**config.mk**
```make
export PLATFORM = sky130hd
export DESIGN_NAME = fnd_scan_driver
export DESIGN_NICKNAME = d
export VERILOG_FILES = /design/src/rtl/fnd_pkg.sv /design/src/rtl/fnd_scan_driver_bin2bcd_seq.sv /design/src/rtl/fnd_scan_driver.sv
export SDC_FILE = /design/constraint.sdc
export NUM_CORES = 1
export LEC_CHECK = 0
export BUFFER_PORTS_ARGS = -buffer_cell sky130_fd_sc_hd__buf_2
export CORE_MARGIN = 4
export CORE_UTILIZATION = 62
export CTS_CLUSTER_SIZE = 28
export DETAILED_ROUTE_END_ITERATION = 12
export HOLD_SLACK_MARGIN = 0.06
export PLACE_DENSITY = 0.9
export SLEW_MARGIN = 20
export SYNTH_ARGS = -nofsm -noshare
export SYNTH_HDL_FRONTEND = slang
export SYNTH_SLANG_ARGS = --single-unit
```
**constraint.sdc**
```tcl
create_clock -name clk -period 7.4 [get_ports clk]
set_input_delay 1.11 -clock clk [delete_from_list [all_inputs] [get_ports clk]]
set_output_delay 1.11 -clock clk [all_outputs]
set_load 0.01 [all_outputs]
```
**src/rtl/fnd_pkg.sv**
```systemverilog
// Shared definitions for the 4-digit 7-segment scan driver: BCD digit type,
// active-low segment patterns ({dp,g,f,e,d,c,b,a}), blank pattern and clamp limit.
package fnd_pkg;

   localparam int unsigned BIN_W   = 14;
   localparam int unsigned BCD_W   = 16;
   localparam int unsigned DIGIT_W = 4;

   typedef logic [DIGIT_W-1:0] bcd_t;

   localparam logic [BIN_W-1:0] CLAMP_MAX = 14'd9999;

   localparam logic [7:0] SEG_BLANK = 8'hFF;
   localparam logic [7:0] SEG_0     = 8'hC0;
   localparam logic [7:0] SEG_1     = 8'hF9;
   localparam logic [7:0] SEG_2     = 8'hA4;
   localparam logic [7:0] SEG_3     = 8'hB0;
   localparam logic [7:0] SEG_4     = 8'h99;
   localparam logic [7:0] SEG_5     = 8'h92;
   localparam logic [7:0] SEG_6     = 8'h82;
   localparam logic [7:0] SEG_7     = 8'hF8;
   localparam logic [7:0] SEG_8     = 8'h80;
   localparam logic [7:0] SEG_9     = 8'h90;

   // Digit to segment pattern, dp off; non-decimal codes are blank
   function automatic logic [7:0] seg_decode(input bcd_t d);
      logic [7:0] p;
      case (d)
         4'd0:    p = SEG_0;
         4'd1:    p = SEG_1;
         4'd2:    p = SEG_2;
         4'd3:    p = SEG_3;
         4'd4:    p = SEG_4;
         4'd5:    p = SEG_5;
         4'd6:    p = SEG_6;
         4'd7:    p = SEG_7;
         4'd8:    p = SEG_8;
         4'd9:    p = SEG_9;
         default: p = SEG_BLANK;
      endcase
      return p;
   endfunction

   // Saturate a binary value to the largest 4-digit decimal number
   function automatic logic [BIN_W-1:0] clamp_bin(input logic [BIN_W-1:0] b);
      return (b > CLAMP_MAX) ? CLAMP_MAX : b;
   endfunction

endpackage

```
**src/rtl/fnd_scan_driver_bin2bcd_seq.sv**
```systemverilog
// Sequential binary-to-BCD converter (shift-add-3), one bit per cycle.
// start is accepted only when idle; done pulses one cycle after the last shift.
module bin2bcd_seq
   import fnd_pkg::*;
(
   input  logic             clk,
   input  logic             reset,
   input  logic             start,
   input  logic [BIN_W-1:0] bin,
   output logic             busy,
   output logic             done,
   output logic [BCD_W-1:0] bcd
);

   localparam int unsigned SR_W  = BCD_W + BIN_W;
   localparam int unsigned CNT_W = 4;
   localparam logic [CNT_W-1:0] LAST_SHIFT = CNT_W'(BIN_W - 1);

   typedef enum logic [1:0] {S_IDLE, S_SHIFT, S_DONE} state_t;

   state_t           state;
   state_t           state_next;
   logic             busy_next;
   logic             done_next;
   logic [CNT_W-1:0] cnt;
   logic [SR_W-1:0]  sr;

   // One double-dabble iteration: adjust every BCD nibble >= 5, then shift left
   function automatic logic [SR_W-1:0] dabble_step(input logic [SR_W-1:0] v);
      logic [SR_W-1:0] a;
      a = v;
      for (int i = 0; i < 4; i++) begin
         if (a[BIN_W + 4*i +: 4] >= 4'd5)
            a[BIN_W + 4*i +: 4] = a[BIN_W + 4*i +: 4] + 4'd3;
      end
      return {a[SR_W-2:0], 1'b0};
   endfunction

   // State register with registered handshake flags
   always_ff @(posedge clk) begin
      if (reset) begin
         state <= S_IDLE;
         busy  <= 1'b0;
         done  <= 1'b0;
      end else begin
         state <= state_next;
         busy  <= busy_next;
         done  <= done_next;
      end
   end

   // Next-state logic
   always_comb begin
      state_next = state;
      case (state)
         S_IDLE:  if (start) state_next = S_SHIFT;
         S_SHIFT: if (cnt == LAST_SHIFT) state_next = S_DONE;
         S_DONE:  state_next = S_IDLE;
         default: state_next = S_IDLE;
      endcase
   end

   // Handshake flags derived from the upcoming state
   always_comb begin
      busy_next = 1'b0;
      done_next = 1'b0;
      busy_next = (state_next != S_IDLE);
      done_next = (state_next == S_DONE);
   end

   // Shift register and shift counter
   always_ff @(posedge clk) begin
      if (reset) begin
         cnt <= '0;
         sr  <= '0;
      end else begin
         case (state)
            S_IDLE: begin
               if (start) begin
                  sr  <= {BCD_W'(0), bin};
                  cnt <= '0;
               end
            end
            S_SHIFT: begin
               sr  <= dabble_step(sr);
               cnt <= cnt + CNT_W'(1);
            end
            default: ;
         endcase
      end
   end

   assign bcd = sr[SR_W-1:BIN_W];

endmodule

```
**src/rtl/fnd_scan_driver.sv**
```systemverilog
// 4-digit multiplexed 7-segment driver: prescaled digit scan, per-frame input
// capture with clamp to 9999, sequential BCD conversion, glitch-free commit.
// Optional leading-zero blanking: define FND_LEADING_ZERO_BLANK_EN.
module fnd_scan_driver
   import fnd_pkg::*;
#(
   parameter int unsigned SCAN_DIV = 100_000,
   parameter int          DP_POS   = 1
)
(
   input  logic        clk,
   input  logic        reset,
   input  logic [13:0] fnd_in_data,
   output logic [3:0]  fnd_digit,
   output logic [7:0]  fnd_data
);

   localparam int unsigned PRE_W = $clog2(SCAN_DIV);
   localparam logic [PRE_W-1:0] PRE_LAST = PRE_W'(SCAN_DIV - 1);

   logic [PRE_W-1:0] pre;
   logic             tick;
   logic [1:0]       idx;
   logic [1:0]       idx_next;
   logic             frame_start;
   logic [BIN_W-1:0] cap;
   logic [BCD_W-1:0] disp;
   logic [BCD_W-1:0] show_val;
   logic             cvt_start;
   logic             cvt_busy;
   logic             cvt_done;
   logic [BIN_W-1:0] cvt_bin;
   logic [BCD_W-1:0] cvt_bcd;

   // Segment pattern for one slot, including blanking and decimal point
   function automatic logic [7:0] slot_pattern(input logic [BCD_W-1:0] val,
                                               input logic [1:0] slot);
      logic [7:0] p;
      logic       blank;
      p     = seg_decode(val[{slot, 2'b00} +: DIGIT_W]);
      blank = 1'b0;
`ifdef FND_LEADING_ZERO_BLANK_EN
      case (slot)
         2'd3:    blank = (val[15:12] == 4'd0);
         2'd2:    blank = (val[15:8]  == 8'd0);
         2'd1:    blank = (val[15:4]  == 12'd0);
         default: blank = 1'b0;
      endcase
      if (int'(slot) <= DP_POS) blank = 1'b0;
`endif
      if (blank) p = SEG_BLANK;
      if (int'(slot) == DP_POS) p[7] = 1'b0;
      return p;
   endfunction

   // Scan timing, frame start and converter input selection
   always_comb begin
      tick        = (pre == PRE_LAST);
      idx_next    = idx + 2'd1;
      frame_start = tick && (idx == 2'd3);
      cvt_start   = frame_start && !cvt_busy;
      cvt_bin     = clamp_bin(frame_start ? fnd_in_data : cap);
      show_val    = cvt_done ? cvt_bcd : disp;
   end

   // Prescaler: one tick every SCAN_DIV clocks
   always_ff @(posedge clk) begin
      if (reset)     pre <= '0;
      else if (tick) pre <= '0;
      else           pre <= pre + PRE_W'(1);
   end

   // Scan index; reset to 3 so the first tick starts a frame
   always_ff @(posedge clk) begin
      if (reset)     idx <= 2'd3;
      else if (tick) idx <= idx_next;
   end

   // Input capture at frame start
   always_ff @(posedge clk) begin
      if (reset)            cap <= '0;
      else if (frame_start) cap <= fnd_in_data;
   end

   // Display register, updated only with a finished conversion
   always_ff @(posedge clk) begin
      if (reset)         disp <= '0;
      else if (cvt_done) disp <= cvt_bcd;
   end

   // Registered anode and segment outputs
   always_ff @(posedge clk) begin
      if (reset) begin
         fnd_digit <= 4'b1111;
         fnd_data  <= SEG_BLANK;
      end else if (tick) begin
         fnd_digit <= ~(4'b0001 << idx_next);
         fnd_data  <= slot_pattern(show_val, idx_next);
      end else if (cvt_done) begin
         fnd_data  <= slot_pattern(cvt_bcd, idx);
      end
   end

   bin2bcd_seq u_bin2bcd (
      .clk   (clk),
      .reset (reset),
      .start (cvt_start),
      .bin   (cvt_bin),
      .busy  (cvt_busy),
      .done  (cvt_done),
      .bcd   (cvt_bcd)
   );

endmodule

```
==> results.md, run 1 <==
* Final Hold Vio Count at 0
* Synthesis-to-layout area growth at 7.79%
* Required @ worst endpoint at 7700 ps
* CP top delay family: multiplexers
* Slew HR at 46.1%
* H-tree depth at 3
* # diodes at 0
* Clk sink count at 85
* Synth unique cells at 59
* Pin count of the biggest net entering global routing at 71
* Vias in the first global route at 3527
* TNS Setup at 0 ps
* P_leak at 1.83 nW
* Final setup vio count at 0
* Fraction of registers with async set/reset at 0%
* Vias at between 3k and 4k
* Max-cap violations at 0
* Power per cell area at 174 mW/mm²
* EDFF count, synth at 0
* Critical path type: reg2reg
* Num rows at 30
* Worst hold path class: reg2reg
* CTS resizes at 0
* Worst IR Drop VDD at 0.000103 V
* Layout cell share with drive strength beyond 1 at 13.6%
* Initial Util at 65.0%
* Die Area at 0.00871 mm²
* Drt first-iter violations at roughly 330
* Final core utilization at 70.1%
* Mean post-synth cell area at 9.18 µm²
* DR WL/cell at between 15 and 20 µm
* First-pass GRT wire length at 16000 µm
* Largest cells by area after synthesis: dfxtp_1, ha_1, nor2_1, mux2i_1, mux4_2
* Synthesized instance count at 492
* # nets final at 542
* Crit end category: flip-flop
* Slowest CP cell: dfxtp_1
* Final Max Tran Viols at 0
* Main flop type after synthesis: dfxtp_1
* Drt first pass iters at 5
* I/O pin cnt at 28
* CTS tree: yes
* Clock Pin Slew Worst Setup and Hold Paths at 90 ps
* Placer Congestion at 0.882
* Worst path bufs/invs at 2
* CP Launch Type: flip-flop
* Commonest non-fill, non-tap cell in the layout: dfxtp_1
* Initial antenna violation count at 0
* Worst Tran Pin Value at 806 ps
* Core area at 0.00694 mm²
* GRT Overall Usage at 23.0%
* Worst-path cell chain: inv_1, ha_1, mux4_2, ha_1, inv_1, mux2i_1, mux2_2, a221o_1, nand3_1
* Port buffer count at 27
* Routed wire length at 9480 µm
* Largest stage delay, worst path at 760 ps
* TritonCTS Buffers at 9
* Max Freq at 324 MHz
* Yosys warns at 0
* Reg-to-reg slack, setup at 4320 ps
* Fin crit period at 3080 ps
* Post-CTS setup buffer count at 0
* Root Buffer: clkbuf_8
* Vias/cell at around 6.0
* CTS Buffer Depth at 2
* Dominant cell type by area after synthesis: dfxtp_1
* Register area share after synthesis at 37.7%
* Grt ovf at 0
* Width of the die at 93.3 µm
* RSZ-0062 raised after global routing: no
* Syn nets at 533
* Critical Path AT at 3380 ps
* Drc violations at 0
* Synth top area share at ~38%
* Synthesized flop and latch total at 85
* Critical-path maximum fanout at 13
* Clk_lat worst skew at 360 ps
* Antenna viol nets, final at 0
* Most frequent cells in the layout: dfxtp_1, nor2_1, buf_2, a21oi_1, ha_1
* Status: completed
* Post-CTS Hold Fix Bufs at 0
* HPWL reported at the end of detailed placement at 6610 µm
* Die height at between 90 and 100 µm
* Clk_skew at about 12 ps
* Tcrit/Tclk final at 41.7%
* Post-Syn Area at 0.00451 mm²
==> metal layers <==
layer | vias up | GRT usage (%) | wire length (µm)
met2 | 110 | 38.2 | 4710
met3 | 27 | 4.51 | 427
met5 | - | 0 | 0
met1 | 1732 | 27.9 | 4070
li1 | 1765 | - | -
met4 | 0 | 12.2 | 276
==> synth_stat cells (4+ instances only) <==
library cell and instances:
nor2_1 82, nor2b_1 5, xnor2_1 14, o221a_2 6
o21ai_1 4, dfxtp_1 85, nand2b_1 13, nand3_1 11
mux4_2 6, a21oi_1 25, a31oi_1 4, a22oi_1 14
xor2_1 7, clkbuf_1 16, mux2i_1 23, nor3_1 11
a211o_1 5, inv_1 22, a221oi_1 5, ha_1 25
and3_1 6, nand4_1 5, a32oi_1 4, o21ai_0 12
buf_2 9, mux2_4 4, nand3b_1 4, nand2_1 16
mux4_1 4
==> sequential cells by signal, summed over array words and instances (netlist names) <==
name	flops
disp	16
u_bin2bcd.cnt	4
fnd_digit	4
u_bin2bcd.done	1
u_bin2bcd.state	2
u_bin2bcd.sr	30
u_bin2bcd.busy	1
idx	2
fnd_data	8
pre	17
==> per-stage QoR <==
stage	instances	total power [mW]	setup slack, ps	hold WS, ps	instance area (µm²)
6_report	602	0.847	4320	457	4870
5_1_grt	602	0.876	4160	478	4870
4_1_cts	602	0.853	4340	456	4870
3_5_place_dp	586	0.488	4390	444	4640
3_3_place_gp	586	0.488	4600	423	4630
2_1_floorplan	492	0.481	4950	413	4510
==> layout make-up <==
type                       count  area, µm²
sequential                    85       1700
tap                           96        120
multi-input combinational    353       2570
clock inverter                 7        105
fill                         456       2080
timing repair buffer          30        158
clock buffer                   9        124
inverter                      22       82.6
==> report_power, final <==
part	internal [mW]	switching, mW
clock network	0.195	0.175
registers	0.458	0.00101
logic	0.00627	0.0119
total	0.660	0.187
==> path summary, 6_finish.rpt <==
kind	startpoint	to	cells after the start
hold reg to reg	u_bin2bcd.sr[4]	u_bin2bcd.sr[4]	2
hold / removal	u_bin2bcd.sr[4]	u_bin2bcd.sr[4]	2
setup / recovery	idx[0]	fnd_data[4]	9
setup reg to reg	idx[0]	fnd_data[4]	9
==> logic make-up (layout without fill, tap and decap cells) <==
kind of cell | count (synthesis) | in the layout | synth area share, %
flip-flops | 85 | 85 | 37.7
AO/OA/AOI/OAI | 95 | 95 | 14.9
multiplexers | 38 | 38 | 12.0
XOR/XNOR | 21 | 21 | 4.07
buffers and inverters | 54 | 68 | 5.52
adder cells (fa/ha/maj) | 25 | 25 | 6.93
AND/OR/NAND/NOR | 174 | 174 | 18.9
==> worst min-delay path, cell delays in order (launching register included) <==
cell and delay (ps):
dfxtp_1 320, nand2_1 50, a21oi_1 50
(Power assumes the default switching activity.)
==> inputs of run 2 (changes only) <==
--- a/config.mk
+++ b/config.mk
@@ -7,11 +7,11 @@
 export LEC_CHECK = 0
 export BUFFER_PORTS_ARGS = -buffer_cell sky130_fd_sc_hd__buf_2
 export CORE_MARGIN = 4
-export CORE_UTILIZATION = 62
+export CORE_UTILIZATION = 54
 export CTS_CLUSTER_SIZE = 28
 export DETAILED_ROUTE_END_ITERATION = 12
 export HOLD_SLACK_MARGIN = 0.06
-export PLACE_DENSITY = 0.9
+export PLACE_DENSITY = 0.84
 export SLEW_MARGIN = 20
 export SYNTH_ARGS = -nofsm -noshare
 export SYNTH_HDL_FRONTEND = slang
==> constraint.sdc (replaced) <==
create_clock -name clk -period 2.7 [get_ports clk]
set_input_delay 0.405 -clock clk [delete_from_list [all_inputs] [get_ports clk]]
set_output_delay 0.405 -clock clk [all_outputs]
set_load 0.01 [all_outputs]
==> run 2 against run 1 <==
Effect of this change: clock skew about the same; clock-buffer cell count up 1; register-to-register slack worse by 4100 ps; highest routed layer unchanged; wire length down 0.21%; largest power group unchanged.
==> results.md, run 2 (synthesized netlist as in run 1, its figures left out) <==
* # diodes at 0 (unchanged)
* Vias/cell at 5.84 (-3.2%)
* Initial antenna violation count at 0 (unchanged)
* Initial Util at 55.2% (-9.8 points)
* Reg-to-reg slack, setup at 220 ps (-4100 ps)
* Fin crit period at 2480 ps (-604 ps)
* TNS Setup at 0 ps (unchanged)
* FF/Latch Area at 0.00170 mm² (about the same)
* Worst Setup EP: fnd_data[4]
* Status: completed
* Largest register FFs at 30 (unchanged)
* Max Freq at 403 MHz (+24%)
* DR WL/cell at 15.3 µm (-2.8%)
* Multi-input gate area at 0.00256 mm² (-0.44%)
* Antenna viol nets, final at 0 (unchanged)
* Max-cap violations at 0 (unchanged)
* Num rows at 33 (+10%)
* Worst hold path class: in2reg
* Largest stage delay, worst path at 510 ps (-250 ps)
* Critical Path AT at 2780 ps (-600 ps)
* TritonCTS Buffers at 9 (unchanged)
* Worst Tran Pin Value at 640 ps (-166 ps)
* Pin count of the biggest net entering global routing at 52 (-27%)
* Dpl cell area at 0.00469 mm² (+1.1%)
* First-pass GRT wire length at 15600 µm (-2.2%)
* Die Area at 0.00989 mm² (+13%)
* Drt first-iter violations at 251 (-25%)
* Clk_skew at 11.6 ps (+0.0311 ps)
* Worst IR Drop VDD at 0.000220 V (+110%)
* Grt ovf at 0 (unchanged)
* Internal power at 1.64 mW (+150%)
* Worst Setup SP: idx[1]
* Design Power at 2.15 mW (+150%)
* Clk sink count at 85 (unchanged)
* Clock Pin Slew Worst Setup and Hold Paths at 90 ps (about the same)
* Critical path type: reg2reg
* Core area at 0.00818 mm² (+18%)
* Commonest non-fill, non-tap cell in the layout: dfxtp_1
* Drc violations at 0 (unchanged)
* Reg-to-Reg End: fnd_data[4]
* GRT Overall Usage at 19.6% (-3.4 points)
* Vias in the first global route at 3318 (-5.9%)
* Most flops, register: u_bin2bcd.sr
* Width of the die at 99.4 µm (+6.5%)
* Post-CTS Hold Fix Bufs at 0 (unchanged)
* Gate power share at 2.4% (+0.3 points)
* Top Registers: u_bin2bcd.sr (30), pre (17), disp (16)
* Crit end category: flip-flop
* Tcrit/Tclk final at 91.9% (+50 points)
* Switch Pwr at 509 µW (+170%)
* CTS tree: yes
* Slowest CP cell: dfxtp_1
* Final setup vio count at 0 (unchanged)
* Reg2Reg Depth at 9 (unchanged)
* Die height at 99.4 µm (+6.5%)
* RSZ-0062 raised after global routing: no
* CP Launch Type: flip-flop
* Reg-to-reg startpoint: idx[1]
* Clock network power share at 39.0% (-4.6 points)
* Placer Congestion at 0.924 (+4.7%)
* Most frequent cells in the layout: dfxtp_1, nor2_1, buf_2, a21oi_1, ha_1
* I/O pin cnt at 28 (unchanged)
* Port buffer count at 27 (unchanged)
* Clk_lat worst skew at 360 ps (about the same)
* Synthesis-to-layout area growth at 7.95%
* Fill cell count at 682 (+50%)
* Switching part of the total at 23.7% (+1.6 points)
* # nets final at 549 (+1.3%)
* Final Max Tran Viols at 0 (unchanged)
* Root Buffer: clkbuf_8
* CTS Buffer Depth at 2 (unchanged)
* Slew HR at 57.2% (+11 points)
* Critical-path maximum fanout at 7 (-6)
* P_leak at 1.85 nW (+0.90%)
* Final Hold Vio Count at 0 (unchanged)
* Required @ worst endpoint at 3000 ps (-4700 ps)
* Vias at 3610 (-0.66%)
* Post-CTS setup buffer count at 0 (unchanged)
* HPWL reported at the end of detailed placement at 6830 µm (+3.2%)
* Power per cell area at 441 mW/mm² (+150%)
* Sequential fraction of design power at 58.6% (+4.4 points)
* Post-route cell area at 0.00487 mm² (+0.15%)
* Hold Slack at 308 ps (-148 ps)
* CTS resizes at 0 (unchanged)
* Drt first pass iters at 5 (unchanged)
* Worst-path cell chain: inv_1, ha_1, mux4_2, ha_1, inv_1, mux2i_1, mux2_2, a221o_1, nand3_1
* H-tree depth at 3 (unchanged)
* Layout cell share with drive strength beyond 1 at 15.0% (+1.4 points)
* Routed wire length at 9460 µm (-0.21%)
-- run 2: critical path: cells and delay by family, from the launching register on --
kind,cells,cell delay (ps)
DFF,1,510
adders and majority gates,2,560
buffers and inverters,2,240
and+or+nand+nor,1,70
AOI/OAI and AO/OA,1,300
muxes,3,750
-- run 2: how the worst min path moves through the flow --
stage,startpoint,cells after the start,end
2_1_floorplan,pre[0],1,pre[0]
3_3_place_gp,pre[0],1,pre[0]
3_5_place_dp,u_bin2bcd.sr[4],2,u_bin2bcd.sr[4]
4_1_cts,fnd_in_data[1],2,u_bin2bcd.sr[1]
5_1_grt,fnd_in_data[1],2,u_bin2bcd.sr[1]
6_report,fnd_in_data[1],2,u_bin2bcd.sr[1]
-- run 2: stage by stage --
stage	util [%]	setup slack (ps)	cells
finish	59.6	220	618
global route	59.6	93.8	618
detailed placement	57.4	166	602
floorplan	-	249	492
global placement	57.4	302	602
CTS	59.6	147	618
-- run 2: metal layers --
layer / vias to the layer above / routed length (µm) / share of wire [%] / GRT usage [%]
met5: - / 0 / 0 / 0
met4: 0 / 182 / 1.9 / 8.82
li1: 1783 / - / - / -
met3: 17 / 389 / 4.1 / 3.37
met1: 1728 / 4170 / 44 / 24.7
met2: 82 / 4730 / 50 / 32.6
-- run 2: final cells by class --
class                   instances  area share, %
multi-input cells             353           52.6
flip-flops and latches         85           34.9
repair buffers                 37           4.31
clock buffers                  10           2.82
well taps                     105           2.70
inverters                      22           1.69
clock inverters                 6          0.924
-- run 2: power groups by stage --
stage	registers [mW]	logic [mW]	clock network, mW
after floorplan	1.29	0.0310	0
after global placement	1.29	0.0502	0
after detailed placement	1.29	0.0511	0
after CTS	1.26	0.0511	0.864
after global routing	1.26	0.0571	0.918
final	1.26	0.0517	0.839
==> inputs of run 3 (changes only) <==
--- a/config.mk
+++ b/config.mk
@@ -12,6 +12,7 @@
 export DETAILED_ROUTE_END_ITERATION = 12
 export HOLD_SLACK_MARGIN = 0.06
 export PLACE_DENSITY = 0.84
+export REMOVE_ABC_BUFFERS = 1
 export SLEW_MARGIN = 20
 export SYNTH_ARGS = -nofsm -noshare
 export SYNTH_HDL_FRONTEND = slang
==> run 3 against run 2 <==
Effect of this change: cell area rose by 1.1%; cell count grew 0.16%; die area unchanged; core utilization is 0.66 points higher; sequential share of layout area fell by 0.36 points; global-route usage grew 0.38 points; via count grew 0.11%; clock power is 19% higher; fmax fell by 1.2%; power is 7.5% higher; sequential power about the same; clock skew up 1.4 ps; critical path type unchanged; critical endpoint unchanged.
==> results.md, run 3 (synthesized netlist as in run 1, its figures left out) <==
* RSZ-0062 raised after global routing: no
* Drt first pass iters at 6 (+1)
* Max-cap violations at 0 (unchanged)
* Placer Congestion at 0.828 (-10%)
* Commonest non-fill, non-tap cell in the layout: dfxtp_1
* Largest register FFs at 30 (unchanged)
* Root Buffer: clkbuf_8
* Die Area at 0.00989 mm² (unchanged)
* Sequential fraction of design power at 54.5% (-4.1 points)
* Width of the die at 99.4 µm (unchanged)
* Max Freq at 398 MHz (-1.2%)
* Vias in the first global route at 3385 (+2.0%)
* P_leak at 1.87 nW (+0.82%)
* Clk_lat worst skew at 360 ps (about the same)
* Drc violations at 0 (unchanged)
* Crit end category: flip-flop
* Initial antenna violation count at 0 (unchanged)
* Worst path bufs/invs at 2 (unchanged)
* Clock network power share at 43.2% (+4.2 points)
* Power per cell area at 469 mW/mm² (+6.4%)
* Pre-CTS WS at 129 ps (-36.6 ps)
* CP Launch Type: flip-flop
* Final Hold Vio Count at 0 (unchanged)
* Critical Path AT at 2810 ps (+30 ps)
* Most frequent cells in the layout: dfxtp_1, nor2_1, buf_2, a21oi_1, ha_1
* Initial Util at 55.2% (unchanged)
* Antenna viol nets, final at 0 (unchanged)
* Slowest CP cell: dfxtp_2
* Clock Pin Slew Worst Setup and Hold Paths at 90 ps (about the same)
* Critical-path maximum fanout at 9 (+2)
* Required @ worst endpoint at 3000 ps (about the same)
* Drt first-iter violations at 229 (-8.8%)
* Synthesis-to-layout area growth at 9.15%
* HPWL reported at the end of detailed placement at 6920 µm (+1.5%)
* Gate power share at 2.3% (about the same)
* CTS Buffer Depth at 2 (unchanged)
* Worst Tran Pin Value at 612 ps (-28.6 ps)
* Internal power at 1.81 mW (+10%)
* Vias/cell at 5.84 (about the same)
* Final Max Tran Viols at 0 (unchanged)
* CP top delay family: multiplexers
* Hold Slack at 311 ps (+2.26 ps)
* Switch Pwr at 506 µW (-0.72%)
* Post-CTS setup buffer count at 0 (unchanged)
* Switching part of the total at 21.9% (-1.8 points)
* Fin crit period at 2510 ps (+29.1 ps)
* Tcrit/Tclk final at 92.9% (+1.1 points)
* WP depth at 9 (unchanged)
* Worst-path cell chain: inv_1, ha_1, mux4_2, ha_1, inv_1, mux2i_1, mux2_2, a221o_1, nand3_1
* CTS tree: yes
* Core area at 0.00818 mm² (unchanged)
* Top Registers: u_bin2bcd.sr (30), pre (17), disp (16)
* Num rows at 33 (unchanged)
* Layout cell share with drive strength beyond 1 at 15.4% (+0.36 points)
* # nets final at 550 (+0.18%)
* Routed wire length at 9660 µm (+2.0%)
* GRT Overall Usage at 19.9% (+0.38 points)
* Clk_skew at 13.0 ps (+1.36 ps)
* Status: completed
* Clk sink count at 85 (unchanged)
* # diodes at 0 (unchanged)
* Reg-to-reg startpoint: idx[0]
* Dpl cells at 603 (+0.17%)
* Critical path type: reg2reg
* Setup ws final at 190 ps (-29.1 ps)
* Worst Setup SP: idx[0]
* I/O pin cnt at 28 (unchanged)
* Worst hold path class: in2reg
* Worst Setup EP: fnd_data[4]
* Slew HR at 59.2% (+2.0 points)
* Reg2Reg Depth at 9 (unchanged)
* Reg-to-reg slack, setup at 190 ps (-30 ps)
* Vias at 3614 (+0.11%)
* First-pass GRT wire length at 16100 µm (+3.4%)
* Port buffer count at 27 (unchanged)
* Pin count of the biggest net entering global routing at 28 (-46%)
* H-tree depth at 3 (unchanged)
* TritonCTS Buffers at 9 (unchanged)
* DR WL/cell at 15.6 µm (+1.9%)
* Cell Count, Final, Fillers Out at 619 (+0.16%)
* Largest stage delay, worst path at 450 ps (-60 ps)
* Die height at 99.4 µm (unchanged)
* Worst IR Drop VDD at 0.000286 V (+30%)
* Grt ovf at 0 (unchanged)
* Most flops, register: u_bin2bcd.sr
* Final core utilization at 60.3% (+0.66 points)
* Reg-to-Reg End: fnd_data[4]
* Final setup vio count at 0 (unchanged)
-- run 3: cell types whose count changed in the layout (fill, tap and decap cells not counted), sizes merged --
cell	change
bufinv	+2
clkinv	-2
buf	+1
clkinvlp	+1
inv	-1
-- run 3: per-stage QoR --
| stage | TNS, ps | power, mW | instance area [µm²] |
|---|---|---|---|
| after floorplan | -74.0 | 1.30 | 4350 |
| after global placement | 0 | 1.34 | 4700 |
| after detailed placement | 0 | 1.34 | 4700 |
| after CTS | 0 | 2.33 | 4920 |
| after global routing | 0 | 2.38 | 4930 |
| final | 0 | 2.31 | 4930 |
-- run 3: layout make-up --
class / count / area (µm²)
fillers: 685 / 3250
inverters: 22 / 82.6
multi-input cells: 353 / 2570
clock inverters: 6 / 96.3
flip-flops and latches: 85 / 1700
clock buffers: 10 / 128
repair buffers: 38 / 218
well taps: 105 / 131
-- run 3: routing by layer --
metal  vias up  part of all wire (%)  global-route usage (%)
li1       1782                     -                       -
met1      1732                    44                    25.8
met2        82                    51                    32.9
met3        18                   3.5                    3.72
met4         0                   1.6                    7.98
met5         -                     0                       0
-- run 3: timing repair --
action | CTS | global route
hold buffers | 0 | 0
endpoints found under the setup margin | 0 | 4
resized for setup | 0 | 3
-- run 3: power by group through the flow --
stage | Combinational, mW | Clock, mW | Sequential (mW)
final | 0.0533 | 0.999 | 1.26
after global routing | 0.0588 | 1.07 | 1.26
after CTS | 0.0531 | 1.02 | 1.26
after detailed placement | 0.0526 | 0 | 1.29
after global placement | 0.0514 | 0 | 1.29
after floorplan | 0.0163 | 0 | 1.29
-- run 3: worst min path at each step --
stage	from	to	slack (ps)	cells after the start
2_1_floorplan	pre[0]	pre[0]	410	1
3_3_place_gp	pre[0]	pre[0]	430	1
3_5_place_dp	pre[0]	pre[0]	440	1
4_1_cts	fnd_in_data[1]	u_bin2bcd.sr[1]	300	2
5_1_grt	fnd_in_data[2]	u_bin2bcd.sr[2]	310	2
6_report	fnd_in_data[1]	u_bin2bcd.sr[1]	310	2
-- run 3: worst register-to-register path: stages, from the launching register on --
cell and delay (ps):
dfxtp_2 450, inv_1 130, ha_1 340, mux4_2 410
ha_1 260, inv_1 110, mux2i_1 90, mux2_2 280
a221o_1 310, nand3_1 70
